--- src/rtl/bypass_pkg.sv ---
// rtl/bypass_pkg.sv - shared constants, helpers and types for the multi-port bypass unit
`ifndef BYPASS_REG_ADDR_W
`define BYPASS_REG_ADDR_W 5
`endif

package bypass_pkg;

  // Select code meaning "take the operand from the register file"
  localparam int SEL_REGFILE = 0;

  typedef logic [`BYPASS_REG_ADDR_W-1:0] reg_addr_t;

  // Ceiling log2 with a floor of 1 so a single-stage select is still one bit wide
  function automatic int clog2(input int value);
    int result;
    result = 1;
    for (int i = 1; i < 31; i++) begin
      if ((1 << i) < value) result = i + 1;
    end
    return result;
  endfunction

  // Stage k forwards on select code k+1; code 0 is reserved for the register file
  function automatic int stage_to_sel(input int stage);
    return stage + 1;
  endfunction

endpackage

--- src/rtl/bypass_scoreboard.sv ---
// rtl/bypass_scoreboard.sv - pending-write scoreboard for long-latency writers
module bypass_scoreboard
  import bypass_pkg::*;
#(
  parameter int NUM_READ_PORTS = 2,
  parameter int REG_ADDR_W     = 5,
  localparam int NUM_REGS      = 2 ** REG_ADDR_W
) (
  input  logic                                 clock,
  input  logic                                 reset,
  input  logic                                 set_en,
  input  logic [REG_ADDR_W-1:0]                set_rd,
  input  logic                                 clr_en,
  input  logic [REG_ADDR_W-1:0]                clr_rd,
  input  logic [NUM_READ_PORTS*REG_ADDR_W-1:0] rd_addr,
  input  logic [REG_ADDR_W-1:0]                issue_addr,
  output logic [NUM_READ_PORTS-1:0]            rd_pending,
  output logic                                 issue_pending,
  output logic [NUM_REGS-1:0]                  pending_mask
);

  logic [NUM_REGS-1:0] pending_q;
  logic [NUM_REGS-1:0] pending_d;

  // Next pending mask: clear first so a same-cycle set on the same register wins
  always_comb begin
    pending_d = pending_q;
    if (clr_en) pending_d[clr_rd] = 1'b0;
    if (set_en) pending_d[set_rd] = 1'b1;
    pending_d[0] = 1'b0;
  end

  // Pending flops; reset drops every outstanding writer at once
  always_ff @(posedge clock or negedge reset) begin
    if (!reset) pending_q <= '0;
    else        pending_q <= pending_d;
  end

  // Registered lookups: a completion this cycle is still seen as pending
  always_comb begin
    rd_pending = '0;
    for (int p = 0; p < NUM_READ_PORTS; p++) begin
      rd_pending[p] = pending_q[rd_addr[p*REG_ADDR_W +: REG_ADDR_W]];
    end
    issue_pending = pending_q[issue_addr];
  end

  assign pending_mask = pending_q;

endmodule

--- src/rtl/multi_port_bypass_unit.sv ---
// rtl/multi_port_bypass_unit.sv - operand forwarding selects and decode stall; BYPASS_PERF_CNT_EN adds perf counters
module multi_port_bypass_unit
  import bypass_pkg::*;
#(
  parameter int CORE            = 0,
  parameter int NUM_READ_PORTS  = 2,
  parameter int NUM_FWD_STAGES  = 3,
  parameter int REG_ADDR_W      = 5,
  parameter int STALL_TIMEOUT   = 255,
  parameter int SCAN_CYCLES_MIN = 0,
  parameter int SCAN_CYCLES_MAX = 1000,
  localparam int SELW           = clog2(NUM_FWD_STAGES + 1)
) (
  input  logic                                 clock,
  input  logic                                 reset,
  input  logic [NUM_READ_PORTS*REG_ADDR_W-1:0] rs_addr,
  input  logic [NUM_READ_PORTS-1:0]            rs_used,
  input  logic [NUM_FWD_STAGES-1:0]            stage_wen,
  input  logic [NUM_FWD_STAGES*REG_ADDR_W-1:0] stage_rd,
  input  logic [NUM_FWD_STAGES-1:0]            stage_ready,
  input  logic                                 issue_valid,
  input  logic                                 issue_wen,
  input  logic [REG_ADDR_W-1:0]                issue_rd,
  input  logic                                 issue_long,
  input  logic                                 complete_valid,
  input  logic [REG_ADDR_W-1:0]                complete_rd,
  output logic [NUM_READ_PORTS*SELW-1:0]       rs_bypass_sel,
  output logic                                 stall,
  output logic                                 stall_timeout,
  input  logic                                 scan
`ifdef BYPASS_PERF_CNT_EN
  ,
  output logic [31:0]                          perf_stall_cycles,
  output logic [31:0]                          perf_bypass_events
`endif
);

  localparam int P        = NUM_READ_PORTS;
  localparam int S        = NUM_FWD_STAGES;
  localparam int W        = REG_ADDR_W;
  localparam int NUM_REGS = 2 ** REG_ADDR_W;
  localparam int WD_W     = (clog2(STALL_TIMEOUT + 1) > 8) ? clog2(STALL_TIMEOUT + 1) : 8;

  logic [P-1:0]      port_hit;
  logic [P-1:0]      port_hazard;
  logic [P-1:0]      port_sb_stall;
  logic [P-1:0]      rd_pending;
  logic              issue_pending;
  logic              waw_stall;
  logic              stall_c;
  logic              sb_set;
  logic [P*SELW-1:0] raw_sel;
  logic [NUM_REGS-1:0] pending_mask;

  logic [WD_W-1:0]   wd_q, wd_d;
  logic              timeout_q, timeout_d;
  logic [31:0]       cycle_q, cycle_d;

  assign sb_set = issue_valid & issue_wen & issue_long & ~stall_c & (issue_rd != '0);

  bypass_scoreboard #(
    .NUM_READ_PORTS (P),
    .REG_ADDR_W     (W)
  ) u_scoreboard (
    .clock         (clock),
    .reset         (reset),
    .set_en        (sb_set),
    .set_rd        (issue_rd),
    .clr_en        (complete_valid),
    .clr_rd        (complete_rd),
    .rd_addr       (rs_addr),
    .issue_addr    (issue_rd),
    .rd_pending    (rd_pending),
    .issue_pending (issue_pending),
    .pending_mask  (pending_mask)
  );

  // Per-port priority match: the lowest matching stage holds the youngest value
  always_comb begin
    logic [W-1:0]    addr;
    logic            hit;
    logic            hit_ready;
    logic [SELW-1:0] hit_sel;
    port_hit      = '0;
    port_hazard   = '0;
    port_sb_stall = '0;
    raw_sel       = '0;
    for (int p = 0; p < P; p++) begin
      addr      = rs_addr[p*W +: W];
      hit       = 1'b0;
      hit_ready = 1'b0;
      hit_sel   = SELW'(SEL_REGFILE);
      if (rs_used[p] && (addr != '0)) begin
        for (int k = 0; k < S; k++) begin
          if (!hit && stage_wen[k] && (stage_rd[k*W +: W] == addr)) begin
            hit       = 1'b1;
            hit_ready = stage_ready[k];
            hit_sel   = SELW'(stage_to_sel(k));
          end
        end
      end
      port_hit[p]      = hit;
      port_hazard[p]   = hit & ~hit_ready;
      port_sb_stall[p] = rs_used[p] & ~hit & rd_pending[p];
      if (hit && hit_ready) raw_sel[p*SELW +: SELW] = hit_sel;
    end
  end

  assign waw_stall     = issue_valid & issue_wen & issue_pending;
  assign stall_c       = (|port_hazard) | (|port_sb_stall) | waw_stall;
  assign stall         = stall_c;
  assign rs_bypass_sel = stall_c ? {P{SELW'(SEL_REGFILE)}} : raw_sel;
  assign stall_timeout = timeout_q;

  // Watchdog: count consecutive stall cycles, saturate, latch the timeout flag
  always_comb begin
    wd_d      = '0;
    timeout_d = timeout_q;
    cycle_d   = cycle_q + 32'd1;
    if (stall_c) wd_d = (wd_q == {WD_W{1'b1}}) ? wd_q : wd_q + 1'b1;
    if (wd_d == WD_W'(STALL_TIMEOUT)) timeout_d = 1'b1;
  end

  // Watchdog, sticky flag and free-running cycle counter
  always_ff @(posedge clock or negedge reset) begin
    if (!reset) begin
      wd_q      <= '0;
      timeout_q <= 1'b0;
      cycle_q   <= '0;
    end else begin
      wd_q      <= wd_d;
      timeout_q <= timeout_d;
      cycle_q   <= cycle_d;
    end
  end

`ifndef SYNTHESIS
  // Scan trace inside the configured cycle window
  always @(posedge clock) begin
    if (scan && (longint'(cycle_q) >= longint'(SCAN_CYCLES_MIN)) &&
        (longint'(cycle_q) <= longint'(SCAN_CYCLES_MAX))) begin
      $display("core%0d cyc=%0d sel=%h stall=%0b pend=%h wd=%0d hit=%b",
               CORE, cycle_q, rs_bypass_sel, stall_c, pending_mask, wd_q, port_hit);
    end
  end
`endif

`ifdef BYPASS_PERF_CNT_EN
  logic [31:0] perf_stall_cycles_q, perf_stall_cycles_d;
  logic [31:0] perf_bypass_events_q, perf_bypass_events_d;

  // Saturating counters for stall cycles and cycles that forwarded an operand
  always_comb begin
    perf_stall_cycles_d  = perf_stall_cycles_q;
    perf_bypass_events_d = perf_bypass_events_q;
    if (stall_c && (perf_stall_cycles_q != 32'hFFFF_FFFF))
      perf_stall_cycles_d = perf_stall_cycles_q + 32'd1;
    if (!stall_c && (|raw_sel) && (perf_bypass_events_q != 32'hFFFF_FFFF))
      perf_bypass_events_d = perf_bypass_events_q + 32'd1;
  end

  // Performance counter registers
  always_ff @(posedge clock or negedge reset) begin
    if (!reset) begin
      perf_stall_cycles_q  <= '0;
      perf_bypass_events_q <= '0;
    end else begin
      perf_stall_cycles_q  <= perf_stall_cycles_d;
      perf_bypass_events_q <= perf_bypass_events_d;
    end
  end

  assign perf_stall_cycles  = perf_stall_cycles_q;
  assign perf_bypass_events = perf_bypass_events_q;
`endif

endmodule
--- config.mk ---
export PLATFORM = sky130hd
export DESIGN_NAME = multi_port_bypass_unit
export DESIGN_NICKNAME = d
export VERILOG_FILES = /design/src/rtl/bypass_pkg.sv /design/src/rtl/bypass_scoreboard.sv /design/src/rtl/multi_port_bypass_unit.sv
export SDC_FILE = /design/constraint.sdc
export NUM_CORES = 1
export LEC_CHECK = 0
export BUFFER_PORTS_ARGS = -buffer_cell sky130_fd_sc_hd__buf_2
export CORE_ASPECT_RATIO = 1.2
export CORE_MARGIN = 3
export CORE_UTILIZATION = 58
export DETAILED_ROUTE_END_ITERATION = 12
export GPL_TIMING_DRIVEN = 0
export PLACE_DENSITY = 0.81
export SYNTH_ARGS = -nofsm -noshare
export SYNTH_HDL_FRONTEND = slang
export SYNTH_SLANG_ARGS = --single-unit
--- constraint.sdc ---
create_clock -name clock -period 7 [get_ports clock]
set_clock_uncertainty 0.2 [all_clocks]
set_input_delay 0.7 -clock clock [delete_from_list [all_inputs] [get_ports clock]]
set_output_delay 0.7 -clock clock [all_outputs]
set_load 0.005 [all_outputs]
Yosys cells after proc, flatten, opt, wreduce, memory -nomap -nowiden. Cells that the tools add are included.

Reductions and logical operators: 25. Equal/unequal tests: 8. Bitwise gates (word level): 21. Mux-type cells: 45. Add/sub/neg operators: 1. Magnitude comparators: 6.

Operator list (number): 32-bit two-way mux (2); 32-bit bitwise AND (1); 32-bit NOT (1); 32-bit bitwise OR (1); 5-bit == test (6); 1-bit two-way mux (27); 5-bit by 6-bit < comparator with 1-bit output (second input constant) (4); 8-bit == test (second input constant) (2); 1-bit logical AND (16); 2-bit two-way mux (8); 8-bit two-way mux (2); 1-bit binary-select mux with 5-bit select (3); 5-bit nonzero test (3); 1-bit bitwise AND (11); 1-bit demux with 5-bit select (2); 5-bit by 1-bit greater-or-equal comparator with 1-bit output (second input constant) (2); 8-bit by 1-bit adder with 8-bit output (second input constant) (1); 1-bit NOT (5); 1-bit zero test (4); 4-bit two-way mux (1); 2-bit OR reduction (2); 1-bit bitwise OR (2).

Input bits: 50. Register bits: 40. Logic and storage cells: 109. Output and inout bits: 6.

Longest topological paths before layout. Gate-level depths: netlist (run 1).

Word-level depth: 24. Depth in mapped cells: 10. Gate-level depth less buffers: 8.

By module. From an unflattened synthesis (run 1), not the netlist that was laid out.

Cell total of the unflattened synthesis: 368. Area, all modules: 3269.4 µm².

By module, submodules not included: bypass_scoreboard (seq. area each 775.7 µm², times used 1, area each 2185.8 µm², cells each 231); multi_port_bypass_unit (seq. area each 225.2 µm², times used 1, area each 1083.5 µm², cells each 137).

Least setup slack after synthesis (run 1). No wires, ideal clock.

Path type: in2out. Start point: in issue_rd[1]. End point: out rs_bypass_sel[3]. Buffers on the path: 2. Arrival time: 2537 ps. Stages on the path: 9. Required time: 6100 ps. Setup slack: 3563 ps. Cell sequence: buf_2 > buf_2 > mux2i_1 > o22ai_1 > a211oi_1 > a31oi_1 > a211oi_2 > o32ai_4 > a2111oi_0.

Cells in the longest elaborated chain, start to end: 5.

RTL lines: start: declaration (line multi_port_bypass_unit.sv:23) `input logic [REG_ADDR_W-1:0] issue_rd,`; 1-bit binary-select mux with 5-bit select (line bypass_scoreboard.sv:45) `issue_pending = pending_q[issue_addr];`; 1-bit two-way mux (not written as such) (line bypass_scoreboard.sv:45); 1-bit bitwise AND (line multi_port_bypass_unit.sv:109) `assign waw_stall = issue_valid & issue_wen & issue_pending;`; 1-bit bitwise OR (line multi_port_bypass_unit.sv:110) `assign stall_c = (|port_hazard) | (|port_sb_stall) | waw_stall;`; 4-bit two-way mux (line multi_port_bypass_unit.sv:112) `assign rs_bypass_sel = stall_c ? {P{SELW'(SEL_REGFILE)}} : raw_sel;`; end: declaration (line multi_port_bypass_unit.sv:27) `output logic [NUM_READ_PORTS*SELW-1:0] rs_bypass_sel,`.

Every way passes these cells. The select of a mux whose other input is x is not followed.

Worst setup path after layout (run 1). Ends and elaborated chain as after synthesis.

==> results of run 1 <==
area by class of cell:
| class | instances | area [um2] |
|---|---|---|
| Buffer | 28 | 173 |
| Clock inverter | 2 | 15.0 |
| Fill cell | 500 | 1980 |
| Sequential cell | 40 | 1000 |
| Multi-Input combinational cell | 339 | 2530 |
| Timing Repair Buffer | 46 | 230 |
| Inverter | 12 | 45.0 |
| Tap cell | 82 | 103 |
| Clock buffer | 6 | 82.6 |
metal layers:
layer,routed length [um],share of wire [%],up-vias,track usage [%]
met2,4990,45,201,48.7
met4,590,5.3,0,18.2
li1,-,-,1690,-
met3,923,8.3,57,4.80
met1,4590,41,1767,40.0
met5,0,0,-,0
layout by cell type (no fill, tap or decap), drive strengths merged, types with 14 or more instances in the layout:
master / netlist / routed
xor2: 19 / 19
dfrtp: 40 / 40
xnor2: 14 / 14
nor2: 20 / 20
o31ai: 28 / 28
mux2i: 34 / 34
nand2: 34 / 34
nand3: 29 / 29
o21ai: 36 / 36
buf: 23 / 69
worst paths after layout:
check,startpoint,endpoint
max,issue_rd[1],rs_bypass_sel[3]
min reg2reg,stall_timeout,stall_timeout
min in group clock,stall_timeout,stall_timeout
min,reset,wd_q[6]
max reg2reg,u_scoreboard.pending_mask[21],u_scoreboard.pending_mask[24]
max in group asynchronous,reset,u_scoreboard.pending_mask[8]
worst max-delay path: stages:
cell       delay (ps)
buf_2             230
buf_2             320
mux2i_1           230
o22ai_1            90
a211oi_1          260
a31oi_1            70
a211oi_2          350
o32ai_4           270
a2111oi_0         380
buf_2             190
sequential cells by signal (all words and copies together) (netlist names):
signal                     cells
stall_timeout                  1
wd_q                           8
u_scoreboard.pending_mask     31
stage by stage:
step / hold WS (ps) / total power [mW] / cell area (um2) / worst slack, ps / utilization [%]
global route: 398 / 0.678 / 4180 / 2800 / 67.8
detailed placement: 350 / 0.478 / 4090 / 3080 / 66.2
floorplan: 204 / 0.408 / 3750 / 3560 / -
finish: 319 / 0.648 / 4180 / 3000 / 67.8
global placement: 334 / 0.470 / 4090 / 3070 / 66.2
CTS: 360 / 0.645 / 4180 / 3070 / 67.8
power breakdown:
| part | internal, mW | leakage [nW] | switching [mW] |
|---|---|---|---|
| clock | 0.0799 | 0.0434 | 0.0898 |
| sequential | 0.251 | 0.541 | 0.0306 |
| combinational | 0.0819 | 1.16 | 0.115 |
logic make-up (layout without fill, tap and decap cells):
logic type	Yosys count	count (layout)	share of synthesized area [%]
simple gates	144	144	20.0
compound gates	118	118	25.9
mux	43	43	13.6
flops	40	40	26.7
buf+inv	40	94	5.80
xor+xnor	33	33	7.70
fa+ha+maj	1	1	0.333
==> results.ini, run 1 <==
[sta]
fin_crit_sh_pct = 57.2
finalSetupTns_ps = 0
fin_crit_ps = 4000
rsz0062_at_grt = no
tightest_slew_ps = 919
slew_headroom_pct = 38.8
clock.fmax_mhz = 250
setup_violations = 0
finalMaxSlewViolations = 0
final_hold_viol_count = 0

[place]
port-buffer-count = 46
dpl.hpwl_um = 8320
place.gp.congestion = 0.983
dp_cells = 547

[worst_setup_path]
end_kind = output pin
r2r_cells = 8
start_kind = primary input
crit_type = primary input to output pin
rrSetupSlack_ps = 4310
worstPathMaxFanout = 10
arrival_ps = 3100
worst-endpoint-required_ps = 6100

[layout]
n_antenna_cell = 0
area_growth_pct = 11.5
fin_cells = 555
finalNetCount = 523
drive_above_1_share_pct = 26.2

[yosys]
syn_area_per_cell_um2 = 8.96
synth_top_cells_by_area = dfrtp_1, o31ai_2, mux2i_1, o21ai_0, xor2_1
synth_area_um2 = 3750
synth_top_area_share_pct = 26.7
synth_cells = 419
synth-edff-count = 0
ys_seq_elements = 40
seq_area_frac_synth_pct = 26.7
synthArstFlopShare_pct = 100
ys_top_cells_by_count = dfrtp_1, o21ai_0, mux2i_1, nand2_1, nand3_1
synth_most_common_cell = dfrtp_1
ys.flop_type = dfrtp_1
syn_nets = 470
synth_top_cell_by_area = dfrtp_1
yosysWarnings = 0
ys_types = 54

[routing]
drt_iter0_markers = 318
dr.pass1.iters = 4
vias_per_cell = 6.69
vias = 3715
wl_per_cell_um = 20.0
finalWirelength_um = 11100
drc = 0
ant_nets = 0

[clock_network]
htree_levels = 2
insertion_delay_ps = 300
cts_resized = 0
ctsRootBufferMaster = clkbuf_8
cts_tree = done
clk_pin_slew_worst_paths_ps = 80
clock-sinks = 40
clk_path_buf_depth = 2
cts_inserted_buffers = 5
holdBufCountCts = 0
cts_setup_buffers = 0

[floorplanning]
die_h_um = 94.1
ios = 56
row_count = 31
initial_core_util_pct = 60.8
core_um2 = 6170
dieWidth_um = 79.4
design.die.area_um2 = 7470

[pwr]
p_leak_nw = 1.74
p_per_area_nw_per_um2 = 155
vdd_drop_max_v = 0.000106

[global_routing]
grt_max_degree = 41
grt_pass1_vias = 3641
grt_usage_pct = 31.0
antenna_found_initial = 0
grt_pass1_wl_um = 18000
grt_overflow_total = 0

[flow_run]
drv_cap = 0

[min_path]
worstHoldPathType = primary input to async pin

[outcome]
status = finished, final reports clean

Note: power is estimated with default switching activity, not from simulation.
==> inputs of run 2 (changes only) <==
--- a/config.mk
+++ b/config.mk
@@ -8,10 +8,10 @@
 export BUFFER_PORTS_ARGS = -buffer_cell sky130_fd_sc_hd__buf_2
 export CORE_ASPECT_RATIO = 1.2
 export CORE_MARGIN = 3
-export CORE_UTILIZATION = 58
+export CORE_UTILIZATION = 53
 export DETAILED_ROUTE_END_ITERATION = 12
 export GPL_TIMING_DRIVEN = 0
-export PLACE_DENSITY = 0.81
+export PLACE_DENSITY = 0.78
 export SYNTH_ARGS = -nofsm -noshare
 export SYNTH_HDL_FRONTEND = slang
 export SYNTH_SLANG_ARGS = --single-unit
==> constraint.sdc (replaced) <==
create_clock -name clock -period 3.39 [get_ports clock]
set_clock_uncertainty 0.2 [all_clocks]
set_input_delay 0.339 -clock clock [delete_from_list [all_inputs] [get_ports clock]]
set_output_delay 0.339 -clock clock [all_outputs]
set_load 0.005 [all_outputs]
==> results.ini, run 2 (synthesis gave the netlist of run 1 again) <==
[outcome]
status = finished, final reports clean

[clock_network]
clk_pin_slew_worst_paths_ps = 80
clk_path_buf_depth = 2
insertion_delay_ps = 300
clock-sinks = 40
cts_tree = done
cts_inserted_buffers = 5
htree_levels = 2
ctsRootBufferMaster = clkbuf_8

[worst_setup_path]
arrival_ps = 2670
worst-endpoint-required_ps = 2850
start_kind = flop
end_kind = output pin
worstPathMaxFanout = 10
crit_type = flop to output pin

[global_routing]
grt_pass1_wl_um = 18500
antenna_found_initial = 0
grt_overflow_total = 0
grt_max_degree = 41
grt_pass1_vias = 3708
grt_usage_pct = 28.0

[routing]
ant_nets = 0
drc = 0
vias = 3709
drt_iter0_markers = 250
finalWirelength_um = 11300
dr.pass1.iters = 5
vias_per_cell = 6.61
wl_per_cell_um = 20.2

[floorplanning]
design.die.area_um2 = 8130
initial_core_util_pct = 56.5
core_um2 = 6650
row_count = 32
dieWidth_um = 82.8
die_h_um = 98.2
ios = 56

[flow_run]
drv_cap = 0

[layout]
finalNetCount = 526
stdcell_area_um2 = 4240
layout_commonest_cell = buf_2
drive_above_1_share_pct = 26.3
n_antenna_cell = 0
fill_cells = 592
area_growth_pct = 13.0
layout_common_cells = buf_2, dfrtp_1, o21ai_0
largest_reg_flops = 31

[sta]
clock.fmax_mhz = 311
setup_violations = 0
fin_crit_ps = 3210
tightest_slew_ps = 898
fin_hold_ws_ps = 231
fin_crit_sh_pct = 94.7
slew_headroom_pct = 40.1
final_hold_viol_count = 0
finalMaxSlewViolations = 0

[min_path]
worstHoldPathType = primary input to flop

[pwr]
p_leak_nw = 1.77
vdd_drop_max_v = 0.000196
p_per_area_nw_per_um2 = 328

[place]
port-buffer-count = 46
placed_area_um2 = 4090
dpl.hpwl_um = 8430
place.gp.congestion = 1.02

[run 2: cell count changes in the layout (fill, tap and decap cells not counted), sizes merged]
cell	before	now
clkinvlp	2	0
buf	69	70
bufinv	0	1
clkbuf	11	12
clkinv	0	1
dlygate4sd3	0	1
[run 2: path summary, 6_finish.rpt]
| path | slack (ps) | to | start | cells after the start |
|---|---|---|---|---|
| worst max register to register | 740 | stall_timeout | wd_q[0] | 8 |
| max in group asynchronous | 1930 | u_scoreboard.pending_mask[24] | reset | 2 |
| worst min-delay path | 230 | u_scoreboard.pending_mask[18] | issue_rd[3] | 4 |
| min in group asynchronous | 500 | u_scoreboard.pending_mask[17] | reset | 2 |
| worst min register to register | 380 | stall_timeout | stall_timeout | 3 |
| worst max-delay path | 180 | rs_bypass_sel[0] | u_scoreboard.pending_mask[21] | 9 |
[run 2: per-stage QoR]
| step | utilization, % | std cells | TNS (ps) | setup slack, ps | total power, mW |
|---|---|---|---|---|---|
| global placement | 61.5 | 550 | 0 | 201 | 0.970 |
| global route | 63.8 | 561 | -1.47 | -1.47 | 1.45 |
| finish | 63.8 | 561 | 0 | 179 | 1.39 |
| floorplan | - | 419 | 0 | 675 | 0.843 |
| CTS | 63.3 | 559 | 0 | 148 | 1.37 |
| detailed placement | 61.5 | 550 | 0 | 156 | 0.983 |
[run 2: critical path: stages, from the launching register on]
cell      delay, ps
dfrtp_1         430
mux2_2          270
or3_1           300
o211ai_1        100
nand3_1         190
o31ai_4         310
nor2_2          130
buf_2           250
nor3_1          230
buf_2           150
[run 2: routing by layer]
layer / share of wire (%) / track usage, %
met1: 40 / 34.4
met2: 47 / 45.5
met3: 8.2 / 6.16
met4: 4.4 / 15.1
met5: 0 / 0
[run 2: power by group]
group,switching (mW),internal (mW),leakage (nW),total (mW)
clock network,0.177,0.219,0.0552,0.395
logic,0.240,0.175,1.18,0.415
registers,0.0610,0.519,0.541,0.580
[run 2: timing repair]
action,CTS,global route
hold endpoints to repair,15,0
gates resized for setup,0,4
hold buffers,1,0
endpoints found under the setup margin,0,4
buffers inserted,0,2
[run 2: final cells by class]
| type | count | area [um2] | area share, % |
|---|---|---|---|
| flip-flops and latches | 40 | 1000 | 23.6 |
| multi-input cells | 339 | 2550 | 60.1 |
| clock buffers | 6 | 72.6 | 1.71 |
| well taps | 85 | 106 | 2.51 |
| inverters | 12 | 45.0 | 1.06 |
| plain buffers | 28 | 175 | 4.13 |
| clock inverters | 2 | 35.0 | 0.826 |
| repair buffers | 49 | 255 | 6.02 |
==> inputs of run 3 (changes only) <==
--- a/config.mk
+++ b/config.mk
@@ -5,7 +5,8 @@
 export SDC_FILE = /design/constraint.sdc
 export NUM_CORES = 1
 export LEC_CHECK = 0
-export BUFFER_PORTS_ARGS = -buffer_cell sky130_fd_sc_hd__buf_2
+export ABC_AREA = 0
+export BUFFER_PORTS_ARGS = -buffer_cell sky130_fd_sc_hd__clkbuf_2
 export CORE_ASPECT_RATIO = 1.2
 export CORE_MARGIN = 3
 export CORE_UTILIZATION = 53
==> results.ini, run 3 (synthesis gave the netlist of run 1 again) <==
[floorplanning]
design.die.area_um2 = 8130
initial_core_util_pct = 56.5
ios = 56
dieWidth_um = 82.8
core_um2 = 6650
die_h_um = 98.2
row_count = 32

[pwr]
finalPower_mw = 1.32
clkPwrFrac_pct = 25.3
power.switching_uw = 469
p_int_uw = 854
vdd_drop_max_v = 0.000237
p_leak_nw = 1.75
seq_power_share_pct = 44.0
p_per_area_nw_per_um2 = 316
switching_share_pct = 35.4
power_frac_comb_pct = 30.8

[layout]
stdcell_area_um2 = 4190
n_antenna_cell = 0
layout_common_cells = clkbuf_2, dfrtp_1, o21ai_0
drive_above_1_share_pct = 26.0
seq_area_um2 = 1000
fill_cells = 574
layout_commonest_cell = clkbuf_2
largest_reg_flops = 31
area_growth_pct = 11.5
multi_input_area_um2 = 2530
finalNetCount = 523

[global_routing]
grt_pass1_wl_um = 18900
grt_usage_pct = 28.3
grt_overflow_total = 0
antenna_found_initial = 0
grt_pass1_vias = 3745
grt_max_degree = 41

[routing]
dr.pass1.iters = 5
wl_per_cell_um = 20.4
finalWirelength_um = 11400
drt_iter0_markers = 256
drc = 0
ant_nets = 0
vias_per_cell = 6.64
vias = 3705

[sta]
finalMaxSlewViolations = 0
final_hold_viol_count = 0
worst_slack_ps = 137
tightest_slew_ps = 1030
clock.fmax_mhz = 307
finalSetupTns_ps = 0
rsz0062_at_grt = no
setup_violations = 0
fin_crit_sh_pct = 96.0
slew_headroom_pct = 31.2
fin_crit_ps = 3250

[clock_network]
ctsRootBufferMaster = clkbuf_8
clk_pin_slew_worst_paths_ps = 80
clk_path_buf_depth = 2
htree_levels = 2
clock-sinks = 40
cts_setup_buffers = 0
cts_tree = done
insertion_delay_ps = 300
cts_inserted_buffers = 5

[worst_setup_path]
crit_type = flop to output pin
worst-endpoint-required_ps = 2850
end_kind = output pin
worstPathMaxFanout = 10
start_kind = flop
arrival_ps = 2710
r2r_cells = 8

[min_path]
worstHoldPathType = primary input to async pin

[place]
place.gp.congestion = 1.02
dpl.hpwl_um = 8650
placed_area_um2 = 4090
pre_cts_slack_ps = 183
port-buffer-count = 46

[flow_run]
drv_cap = 0

[outcome]
status = finished, final reports clean

[run 3: changes by cell type in the layout (fill, tap and decap cells not counted), sizes merged]
cell and change:
buf -48, bufinv -1, clkbuf +47, clkinv -1, clkinvlp +1, dlygate4sd3 -1
[run 3: layer usage]
| metal | global-route usage, % | vias to the layer above | part of all wire, % | routed length [um] |
|---|---|---|---|---|
| li1 | - | 1689 | - | - |
| met1 | 36.0 | 1762 | 41 | 4660 |
| met2 | 46.9 | 204 | 47 | 5360 |
| met3 | 4.47 | 50 | 7.3 | 828 |
| met4 | 14.1 | 0 | 5.0 | 565 |
| met5 | 0 | - | 0 | 0 |
[run 3: power by group through the flow]
stage               clock network (mW)  logic, mW  registers, mW
floorplan                            0      0.285          0.558
global placement                     0      0.388          0.582
detailed placement                   0      0.399          0.586
CTS                              0.342      0.401          0.577
global route                     0.366      0.445          0.583
finish                           0.334      0.407          0.582
[run 3: area by class of cell]
type | count | share of cell area (%)
plain buffers | 28 | 4.19
clock inverters | 1 | 0.179
clock buffers | 7 | 2.06
multi-input cells | 339 | 60.5
flip-flops and latches | 40 | 23.9
repair buffers | 46 | 5.50
inverters | 12 | 1.08
well taps | 85 | 2.54
[run 3: path summary, 6_finish.rpt]
kind | startpoint | slack (ps) | endpoint
max | u_scoreboard.pending_mask[21] | 140 | rs_bypass_sel[1]
min | reset | 7 | u_scoreboard.pending_mask[22]
max reg2reg | wd_q[0] | 750 | stall_timeout
min reg2reg | stall_timeout | 370 | stall_timeout
max in group asynchronous | reset | 2340 | stall_timeout
min in group clock | rs_used[1] | 260 | stall_timeout
[run 3: stage by stage]
stage	utilization [%]	hold slack [ps]	instances
finish	63.0	6.87	558
global route	63.0	88.4	558
CTS	62.9	31.1	558
detailed placement	61.5	352	550
global placement	61.5	339	550
floorplan	-	-157	419
[run 3: critical path: stages (launching register included)]
cell	delay (ps)
dfrtp_1	450
mux2_2	280
or3_1	310
o211ai_1	110
nand3_1	160
o31ai_2	330
nor2_2	140
clkbuf_4	250
nor3_1	230
clkbuf_2	150
[run 3: timing repair]
item,in CTS,in global routing
setup endpoints to repair,0,2
resized for setup,0,1
hold buffers,0,0
